==> src/rtl/pattern_det_param.sv <==
// Serial pattern detector: compares the last PAT_LEN accepted symbols against a programmable pattern.
// Latency: match pulse is registered, high on the cycle after the final matching symbol is accepted.
// Backpressure: none; a symbol is taken on every edge with valid_i high, idle cycles only pause history.
module pattern_det_param #(
    parameter int SYM_W = 1,
    parameter int PAT_LEN = 5,
    parameter logic [PAT_LEN*SYM_W-1:0] PAT_DEFAULT = 5'b00101,
    parameter int CNT_W = 8
) (
    input  logic                     clk,
    input  logic                     rst,
    input  logic [SYM_W-1:0]         d_i,
    input  logic                     valid_i,
    input  logic                     overlap_i,
    input  logic                     pat_load_i,
    input  logic [PAT_LEN*SYM_W-1:0] pat_i,
    input  logic                     clear_i,
    output logic                     pattern,
    output logic [CNT_W-1:0]         match_cnt
);
    localparam int PAT_W  = PAT_LEN * SYM_W;
    localparam int HIST_W = (PAT_LEN - 1) * SYM_W;
    localparam int FILL_W = $clog2(PAT_LEN + 1);
    localparam logic [FILL_W-1:0] FILL_FULL = FILL_W'(PAT_LEN);
    localparam logic [FILL_W-1:0] FILL_ARM  = FILL_W'(PAT_LEN - 1);

    // The oldest symbol is shifted out on the same edge it would be compared, so only
    // PAT_LEN-1 symbols are kept; the incoming d_i completes the comparison window.
    logic [HIST_W-1:0] hist_q, hist_d;
    logic [FILL_W-1:0] fill_q, fill_d;
    logic [PAT_W-1:0]  pat_q, pat_d;
    logic [CNT_W-1:0]  match_cnt_q, match_cnt_d;
    logic              pattern_q, pattern_d;

    logic [PAT_W-1:0]  window;
    logic              hit;

    always_comb begin
        window      = {hist_q, d_i};
        hit         = valid_i && (fill_q >= FILL_ARM) && (window == pat_q);

        hist_d      = hist_q;
        fill_d      = fill_q;
        pat_d       = pat_q;
        match_cnt_d = match_cnt_q;
        pattern_d   = 1'b0;

        if (pat_load_i) begin
            pat_d  = pat_i;
            fill_d = '0;
        end else if (clear_i) begin
            hist_d      = '0;
            fill_d      = '0;
            match_cnt_d = '0;
        end else if (valid_i) begin
            hist_d = window[HIST_W-1:0];
            if (hit) begin
                pattern_d = 1'b1;
                if (match_cnt_q != {CNT_W{1'b1}}) begin
                    match_cnt_d = match_cnt_q + CNT_W'(1);
                end
                fill_d = overlap_i ? FILL_FULL : '0;
            end else if (fill_q != FILL_FULL) begin
                fill_d = fill_q + FILL_W'(1);
            end
        end
    end

    always_ff @(posedge clk) begin
        if (!rst) begin
            hist_q      <= '0;
            fill_q      <= '0;
            pat_q       <= PAT_DEFAULT;
            match_cnt_q <= '0;
            pattern_q   <= 1'b0;
        end else begin
            hist_q      <= hist_d;
            fill_q      <= fill_d;
            pat_q       <= pat_d;
            match_cnt_q <= match_cnt_d;
            pattern_q   <= pattern_d;
        end
    end

    assign pattern   = pattern_q;
    assign match_cnt = match_cnt_q;
endmodule

==> config.mk <==
export PLATFORM = sky130hd
export DESIGN_NAME = pattern_det_param
export DESIGN_NICKNAME = d
export VERILOG_FILES = /design/src/rtl/pattern_det_param.sv
export SDC_FILE = /design/constraint.sdc
export NUM_CORES = 1
export LEC_CHECK = 0
export BUFFER_PORTS_ARGS = -buffer_cell sky130_fd_sc_hd__buf_2
export CAP_MARGIN = 10
export CORE_MARGIN = 1.5
export CORE_UTILIZATION = 53
export DETAILED_ROUTE_END_ITERATION = 8
export PLACE_DENSITY = 0.82
export SETUP_SLACK_MARGIN = 0.1
export SYNTH_ARGS = -nofsm -noshare
export SYNTH_HDL_FRONTEND = slang
export SYNTH_SLANG_ARGS = --single-unit
export TNS_END_PERCENT = 1
==> constraint.sdc <==
create_clock -name clk -period 2.3 [get_ports clk]
set_clock_uncertainty 0.2 [all_clocks]
set_input_delay 0.23 -clock clk [delete_from_list [all_inputs] [get_ports clk]]
set_output_delay 0.23 -clock clk [all_outputs]
set_load 0.1 [all_outputs]
==> results.sh, run 1 <==
export IMPL_status="finished, final reports clean"
export IMPL_path_delay_family="simple AND/OR/NAND/NOR gates"
export IMPL_yosys_cell_types_count=40
export IMPL_worstSkewPairLatency_ns=0.30
export IMPL_clkPwrFrac_pct=28.3
export IMPL_p_int_uw=466
export IMPL_syn_area_mm2=0.00111
export IMPL_cts_sinks=21
export IMPL_p_seq_share_pct=60.2
export IMPL_drc=0
export IMPL_finalCriticalPeriod_ns=2.07
export IMPL_required_ns=2.31
export IMPL_power_net_switching_uw=155
export IMPL_pwr_share_comb_pct=11.5
export IMPL_cts_resized=0
export IMPL_start_kind="flop"
export IMPL_placed_area_mm2=0.00124
export IMPL_synth_nets=136
export IMPL_clockRootBuffer="clkbuf_4"
export IMPL_layout_nets=162
export IMPL_place_ws_ns=0.190
export IMPL_synth_xor_area_share_pct=4.75
export IMPL_globalplace_congestion=0.789
export IMPL_switching_share_pct=25.0
export IMPL_maxCapViolCount=0
export IMPL_drive_above_1_share_pct=25.3
export IMPL_p_per_area_mw_per_mm2=470
export IMPL_cts_reportedPaths_clkPinSlew_ns=0.12
export IMPL_finalSetupViolCount=0
export IMPL_postSynthAreaPerCell_um2=9.15
export IMPL_io_pins=21
export IMPL_setup_tns_ns=0
export IMPL_synthMuxAreaShare_pct=4.52
export IMPL_vias=991
export IMPL_via_per_inst=5.73
export IMPL_cp_num_buf_inv=0
export IMPL_numCtsBuffers=3
export IMPL_cts_max_level=1
export IMPL_multi_input_area_um2=648
export IMPL_num_rows=16
export IMPL_grt_max_degree=25
export IMPL_place_hpwl_um=1660
export IMPL_crit_path_end_kind="flop"
export IMPL_fill_cells=184
export IMPL_fmax_ghz=0.484
export IMPL_relSlewSlack_pct=67.8
export IMPL_track_usage_pct=22.0
export IMPL_synth_compound_area_share_pct=20.6
export IMPL_arrival_ns=2.07
export IMPL_fin_ws_ns=0.235
export IMPL_p_leak_nw=0.522
export IMPL_drt_wirelength_per_cell_um=13.2
export IMPL_hold_class="primary input to flop"
export IMPL_slowest_stage="or3_1"
export IMPL_tightest_slew_ns=0.487
export IMPL_overflow=0
export IMPL_seq_area_um2=433
export IMPL_post_route_period_util_pct=89.8
export IMPL_ir_drop_mv=0.459
export IMPL_die_x_um=48.7
export IMPL_ys_ff_latch=21
export IMPL_grt_pass1_vias=968
export IMPL_die_y_um=48.7
export IMPL_firstDrtPassIters=4
export IMPL_synthCells=121
export IMPL_antenna_found_initial=0
export IMPL_ant_nets=0
export IMPL_grt_pass1_wl_um=4130
export IMPL_drt_iter0_drc=10
export IMPL_dieArea_mm2=0.00237
export IMPL_syn2layout_area_growth_pct=19.4
export IMPL_cp_max_fo=9
export IMPL_crit_chain="ha_1, and3_1, nand4_1, nand3_4, or3_1, a41o_1"
export IMPL_worstSetupPathType="flop to flop"
export IMPL_coreArea_mm2=0.00196
export IMPL_cts_path_max_buffers=2
export IMPL_hold_viol=0
export IMPL_slowest_delay_ns=0.38
export IMPL_ys_seq_area_share_pct=38.0
export IMPL_ys_warn_count=0
export IMPL_synthAdderAreaFrac_pct=3.39
export IMPL_n_antenna_cell=0
export IMPL_finalInstanceArea_mm2=0.00132
export IMPL_yosys_area_share_simple_pct=25.3
export IMPL_cts_tree="yes"
export IMPL_portBuffers=20
export IMPL_synth_top_family_by_area="simple AND/OR/NAND/NOR gates"
export IMPL_maxSlewViolCount=0
export IMPL_routed_wl_um=2280
export IMPL_initial_core_util_pct=56.4
export IMPL_rsz0062_at_grt="no"
layout by cell type (no fill, tap or decap), types with 2 or more instances in the layout:
master,instances
o211ai_1,3
dfxtp_2,4
nand3b_1,4
nor2_1,4
xnor2_1,2
inv_1,4
a21oi_1,2
a211oi_1,2
or2_2,2
buf_4,2
nand3_1,5
nand4_1,2
a32oi_1,4
and3_1,3
o21ai_0,5
mux2i_1,5
ha_1,3
a21boi_0,5
nand2_1,9
dlygate4sd3_1,5
dfxtp_4,2
nor2b_1,7
buf_2,20
dfxtp_1,15
a31oi_1,2
o2111ai_1,2
xor2_1,4
clkbuf_4,3
path summary, 6_finish.rpt:
kind | start | end | slack (ns) | cells past startpoint
setup / recovery | match_cnt[0]$_SDFFE_PN0P_ | match_cnt[7]$_SDFFE_PN0P_ | 0.23 | 6
hold / removal | valid_i | fill_q[2]$_SDFFE_PP0P_ | 0.04 | 2
setup reg to reg | match_cnt[0]$_SDFFE_PN0P_ | match_cnt[7]$_SDFFE_PN0P_ | 0.23 | 6
hold reg to reg | pat_q[0]$_SDFFE_PN1P_ | pat_q[0]$_SDFFE_PN1P_ | 0.32 | 2
stage by stage:
stage,util (%),total power [mW],hold slack (ns),instances
4_1_cts,67.0,0.626,0.0221,172
2_1_floorplan,-,0.425,0.159,121
5_1_grt,67.4,0.655,0.0406,173
6_report,67.4,0.621,0.0365,173
3_3_place_gp,63.1,0.443,0.250,163
3_5_place_dp,63.1,0.445,0.250,163
layer usage:
layer  part of all wire [%]  GRT usage, %  wire, um  vias to the layer above
li1                       -             -         -                      502
met1                     44          25.9      1010                      468
met2                     52          39.5      1180                       17
met3                    2.5          3.70        56                        4
met4                    1.5          8.57        35                        0
met5                      0             0         0                        -
synthesized netlist by cell type:
cell type	number	area, um^2
or4_1	1	7.51
nor4_1	1	6.26
xnor2_1	2	17.5
o31ai_1	1	7.51
mux2i_1	5	50.1
a21oi_1	2	10.0
or3b_1	1	8.76
or3_2	1	7.51
o211ai_1	3	22.5
nor2_1	4	15.0
o41ai_1	1	8.76
and3_1	3	18.8
o2bb2a_1	1	10.0
o21ai_0	5	25.0
and2_1	1	6.26
a211oi_1	2	15.0
nor3b_1	1	7.51
a21boi_0	5	37.5
buf_1	1	3.75
a41o_1	1	10.0
inv_1	4	15.0
o2111ai_1	2	17.5
nor4_4	1	21.3
nand3b_1	4	30.0
a32oi_1	4	35.0
nand3_4	1	17.5
or3_1	1	6.26
nand2_1	9	33.8
o21bai_1	1	7.51
nor2b_1	7	43.8
xor2_1	4	35.0
buf_2	1	5.00
or2_2	2	12.5
clkbuf_1	4	15.0
nand4_1	2	12.5
a31oi_1	2	12.5
ha_1	3	37.5
a41oi_1	1	8.76
dfxtp_1	21	420
nand3_1	5	25.0
final cells by class:
cell class | count | area share, %
multi-input combinational | 90 | 49.0
sequential | 21 | 32.7
timing repair buffer | 27 | 12.5
tap | 27 | 2.55
clock buffer | 3 | 1.70
inverter | 4 | 1.14
clock inverter | 1 | 0.378
state kept, by name, summed over array words and instances (netlist names):
| name | flops |
|---|---|
| match_cnt | 8 |
| pat_q | 5 |
| hist_q | 4 |
| fill_q | 3 |
| pattern | 1 |
power by group through the flow:
stage	clock, mW	combinational (mW)	sequential, mW
6_report	0.176	0.0715	0.374
5_1_grt	0.200	0.0799	0.375
4_1_cts	0.182	0.0696	0.374
3_5_place_dp	0	0.0631	0.382
3_3_place_gp	0	0.0612	0.381
2_1_floorplan	0	0.0441	0.381
repair_timing:
| item | in CTS | in global routing |
|---|---|---|
| setup endpoints to repair | 0 | 2 |
| buffers inserted | 0 | 1 |
| hold buffers | 5 | 0 |
| endpoints found under the hold margin | 5 | 0 |
logic make-up (layout without fill, tap and decap cells):
group,count (synthesis),after routing
simple gates,45,45
mux,5,5
flops,21,21
compound gates,31,31
buf+inv,10,35
fa+ha+maj,3,3
xor+xnor,6,6
(Power assumes the default switching activity.)
==> run 2: changes to the inputs <==
--- a/config.mk
+++ b/config.mk
@@ -9,6 +9,7 @@
 export CAP_MARGIN = 10
 export CORE_MARGIN = 1.5
 export CORE_UTILIZATION = 53
+export CTS_BUF_LIST = sky130_fd_sc_hd__clkbuf_8
 export DETAILED_ROUTE_END_ITERATION = 8
 export PLACE_DENSITY = 0.82
 export SETUP_SLACK_MARGIN = 0.1
==> results.sh, run 2 (synthesis results as in run 1) <==
export IMPL_syn2layout_area_growth_pct=19.1
export IMPL_via_per_inst=5.74
export IMPL_r2r_start="match_cnt[0]$_SDFFE_PN0P_"
export IMPL_coreArea_mm2=0.00196
export IMPL_fin_cells=171
export IMPL_grtUsageMet2_pct=38.1
export IMPL_place_hpwl_um=1660
export IMPL_crit_path_end_kind="flop"
export IMPL_portBuffers=20
export IMPL_largest_reg_flops=8
export IMPL_grt_pass1_wl_um=4130
export IMPL_place_inst=163
export IMPL_rsz0062_at_grt="no"
export IMPL_grtUsageMet3_pct=3.70
export IMPL_grt_pass1_vias=945
export IMPL_min_from="pat_i[1]"
export IMPL_die_y_um=48.7
export IMPL_firstDrtPassIters=4
export IMPL_maxSlewViolCount=0
export IMPL_grt_busiest_layer="met2"
export IMPL_path_delay_family="simple AND/OR/NAND/NOR gates"
export IMPL_grt_max_degree=25
export IMPL_pwr_share_comb_pct=10.1
export IMPL_arrival_ns=2.00
export IMPL_switching_share_pct=23.6
export IMPL_worstSkewPairLatency_ns=0.25
export IMPL_slowest_stage="dfxtp_4"
export IMPL_layout_nets=160
export IMPL_n_antenna_cell=0
export IMPL_worstSetupPathType="flop to flop"
export IMPL_initial_core_util_pct=56.4
export IMPL_cts_max_level=1
export IMPL_drive_above_1_share_pct=26.4
export IMPL_post_route_util_pct=67.2
export IMPL_maxCapViolCount=0
export IMPL_cts_path_max_buffers=2
export IMPL_num_rows=16
export IMPL_io_pins=21
export IMPL_hold_viol=0
export IMPL_cts_sinks=21
export IMPL_numCtsBuffers=3
export IMPL_cp_num_buf_inv=0
export IMPL_r2r_slack_ns=0.25
export IMPL_p_per_area_mw_per_mm2=515
export IMPL_drc=0
export IMPL_ir_drop_mv=0.555
export IMPL_globalplace_congestion=0.789
export IMPL_drt_iter0_drc=19
export IMPL_p_int_uw=519
export IMPL_fmax_ghz=0.488
export IMPL_hold_class="primary input to flop"
export IMPL_holdPathStages=3
export IMPL_start_kind="flop"
export IMPL_overflow=0
export IMPL_post_route_period_util_pct=89.1
export IMPL_dieArea_mm2=0.00237
export IMPL_drt_wirelength_per_cell_um=13.6
export IMPL_cp_max_fo=9
export IMPL_clkPwrFrac_pct=34.9
export IMPL_layout_commonest_cell="buf_2"
export IMPL_reg2regPathDepth=6
export IMPL_cts_tree="yes"
export IMPL_cts_reportedPaths_clkPinSlew_ns=0.08
export IMPL_finalCriticalPeriod_ns=2.05
export IMPL_tightest_slew_ns=0.487
export IMPL_die_x_um=48.7
export IMPL_p_seq_share_pct=55.0
export IMPL_path_depth=6
export IMPL_r2r_end="match_cnt[7]$_SDFFE_PN0P_"
export IMPL_routed_wl_um=2320
export IMPL_layout_common_cells="buf_2, dfxtp_1, nand2_1"
export IMPL_grt_use_met1_pct=27.5
export IMPL_antenna_found_initial=0
export IMPL_relSlewSlack_pct=67.8
export IMPL_track_usage_pct=21.5
export IMPL_ant_nets=0
export IMPL_status="finished, final reports clean"
export IMPL_slowest_delay_ns=0.36
export IMPL_vias=982
export IMPL_p_leak_nw=0.522
export IMPL_min_to="pat_q[1]$_SDFFE_PN0P_"
export IMPL_setup_tns_ns=0
export IMPL_required_ns=2.25
export IMPL_crit_chain="ha_1, and3_1, nand4_1, nand3_4, or3_1, a41o_1"
export IMPL_clockRootBuffer="clkbuf_8"
export IMPL_power_net_switching_uw=160
export IMPL_finalSetupViolCount=0
## run 2: cell types whose count changed in the layout (fill, tap and decap cells not counted), sizes merged
| cell | delta |
|---|---|
| buf | +1 |
| dlygate4sd3 | -3 |
## run 2: metrics by stage
stage	power [mW]	area [um^2]	worst slack (ns)	hold slack, ns
6_report	0.679	1320	0.250	0.0318
5_1_grt	0.716	1320	0.153	0.0448
4_1_cts	0.683	1300	0.184	0.0346
3_5_place_dp	0.445	1240	0.190	0.250
3_3_place_gp	0.443	1240	0.234	0.250
2_1_floorplan	0.425	1120	0.0897	0.159
## run 2: worst register-to-register path, delay by kind of cell, from the launching register on
kind	cells	cell delay (ns)
compound gates	1	0.23
fa+ha+maj	1	0.23
flops	1	0.36
simple gates	4	0.92
## run 2: area by class of cell
| cell class | count | area [um^2] |
|---|---|---|
| Inverter | 4 | 15.0 |
| Multi-Input combinational cell | 90 | 648 |
| Timing Repair Buffer | 25 | 143 |
| Tap cell | 27 | 33.8 |
| Clock inverter | 1 | 5.00 |
| Sequential cell | 21 | 433 |
| Fill cell | 182 | 643 |
| Clock buffer | 3 | 41.3 |
## run 2: worst max path at each step
stage / endpoint / from / slack (ns)
floorplan: match_cnt[5]$_SDFFE_PN0P_ / match_cnt[6]$_SDFFE_PN0P_ / 0.09
global placement: match_cnt[7]$_SDFFE_PN0P_ / d_i / 0.23
detailed placement: match_cnt[7]$_SDFFE_PN0P_ / d_i / 0.19
CTS: match_cnt[7]$_SDFFE_PN0P_ / pat_q[0]$_SDFFE_PN1P_ / 0.18
global route: match_cnt[3]$_SDFFE_PN0P_ / match_cnt[0]$_SDFFE_PN0P_ / 0.15
finish: match_cnt[7]$_SDFFE_PN0P_ / match_cnt[0]$_SDFFE_PN0P_ / 0.25
## run 2: power groups by stage
stage               Clock, mW  Combinational [mW]  Sequential, mW
floorplan                   0              0.0441           0.381
global placement            0              0.0612           0.381
detailed placement          0              0.0631           0.382
CTS                     0.244              0.0658           0.374
global route            0.265              0.0767           0.374
finish                  0.237              0.0684           0.373
## run 2: timing repair
item,4_1_cts,5_1_grt
buffers inserted,0,2
gates resized for setup,0,0
endpoints found under the hold margin,2,0
endpoints found under the setup margin,0,2
hold buffers,2,0
## run 2: layer usage
| layer | vias to the layer above | routed length [um] |
|---|---|---|
| li1 | 498 | - |
| met1 | 462 | 1030 |
| met2 | 20 | 1210 |
| met3 | 2 | 71 |
| met4 | 0 | 8 |
| met5 | - | 0 |
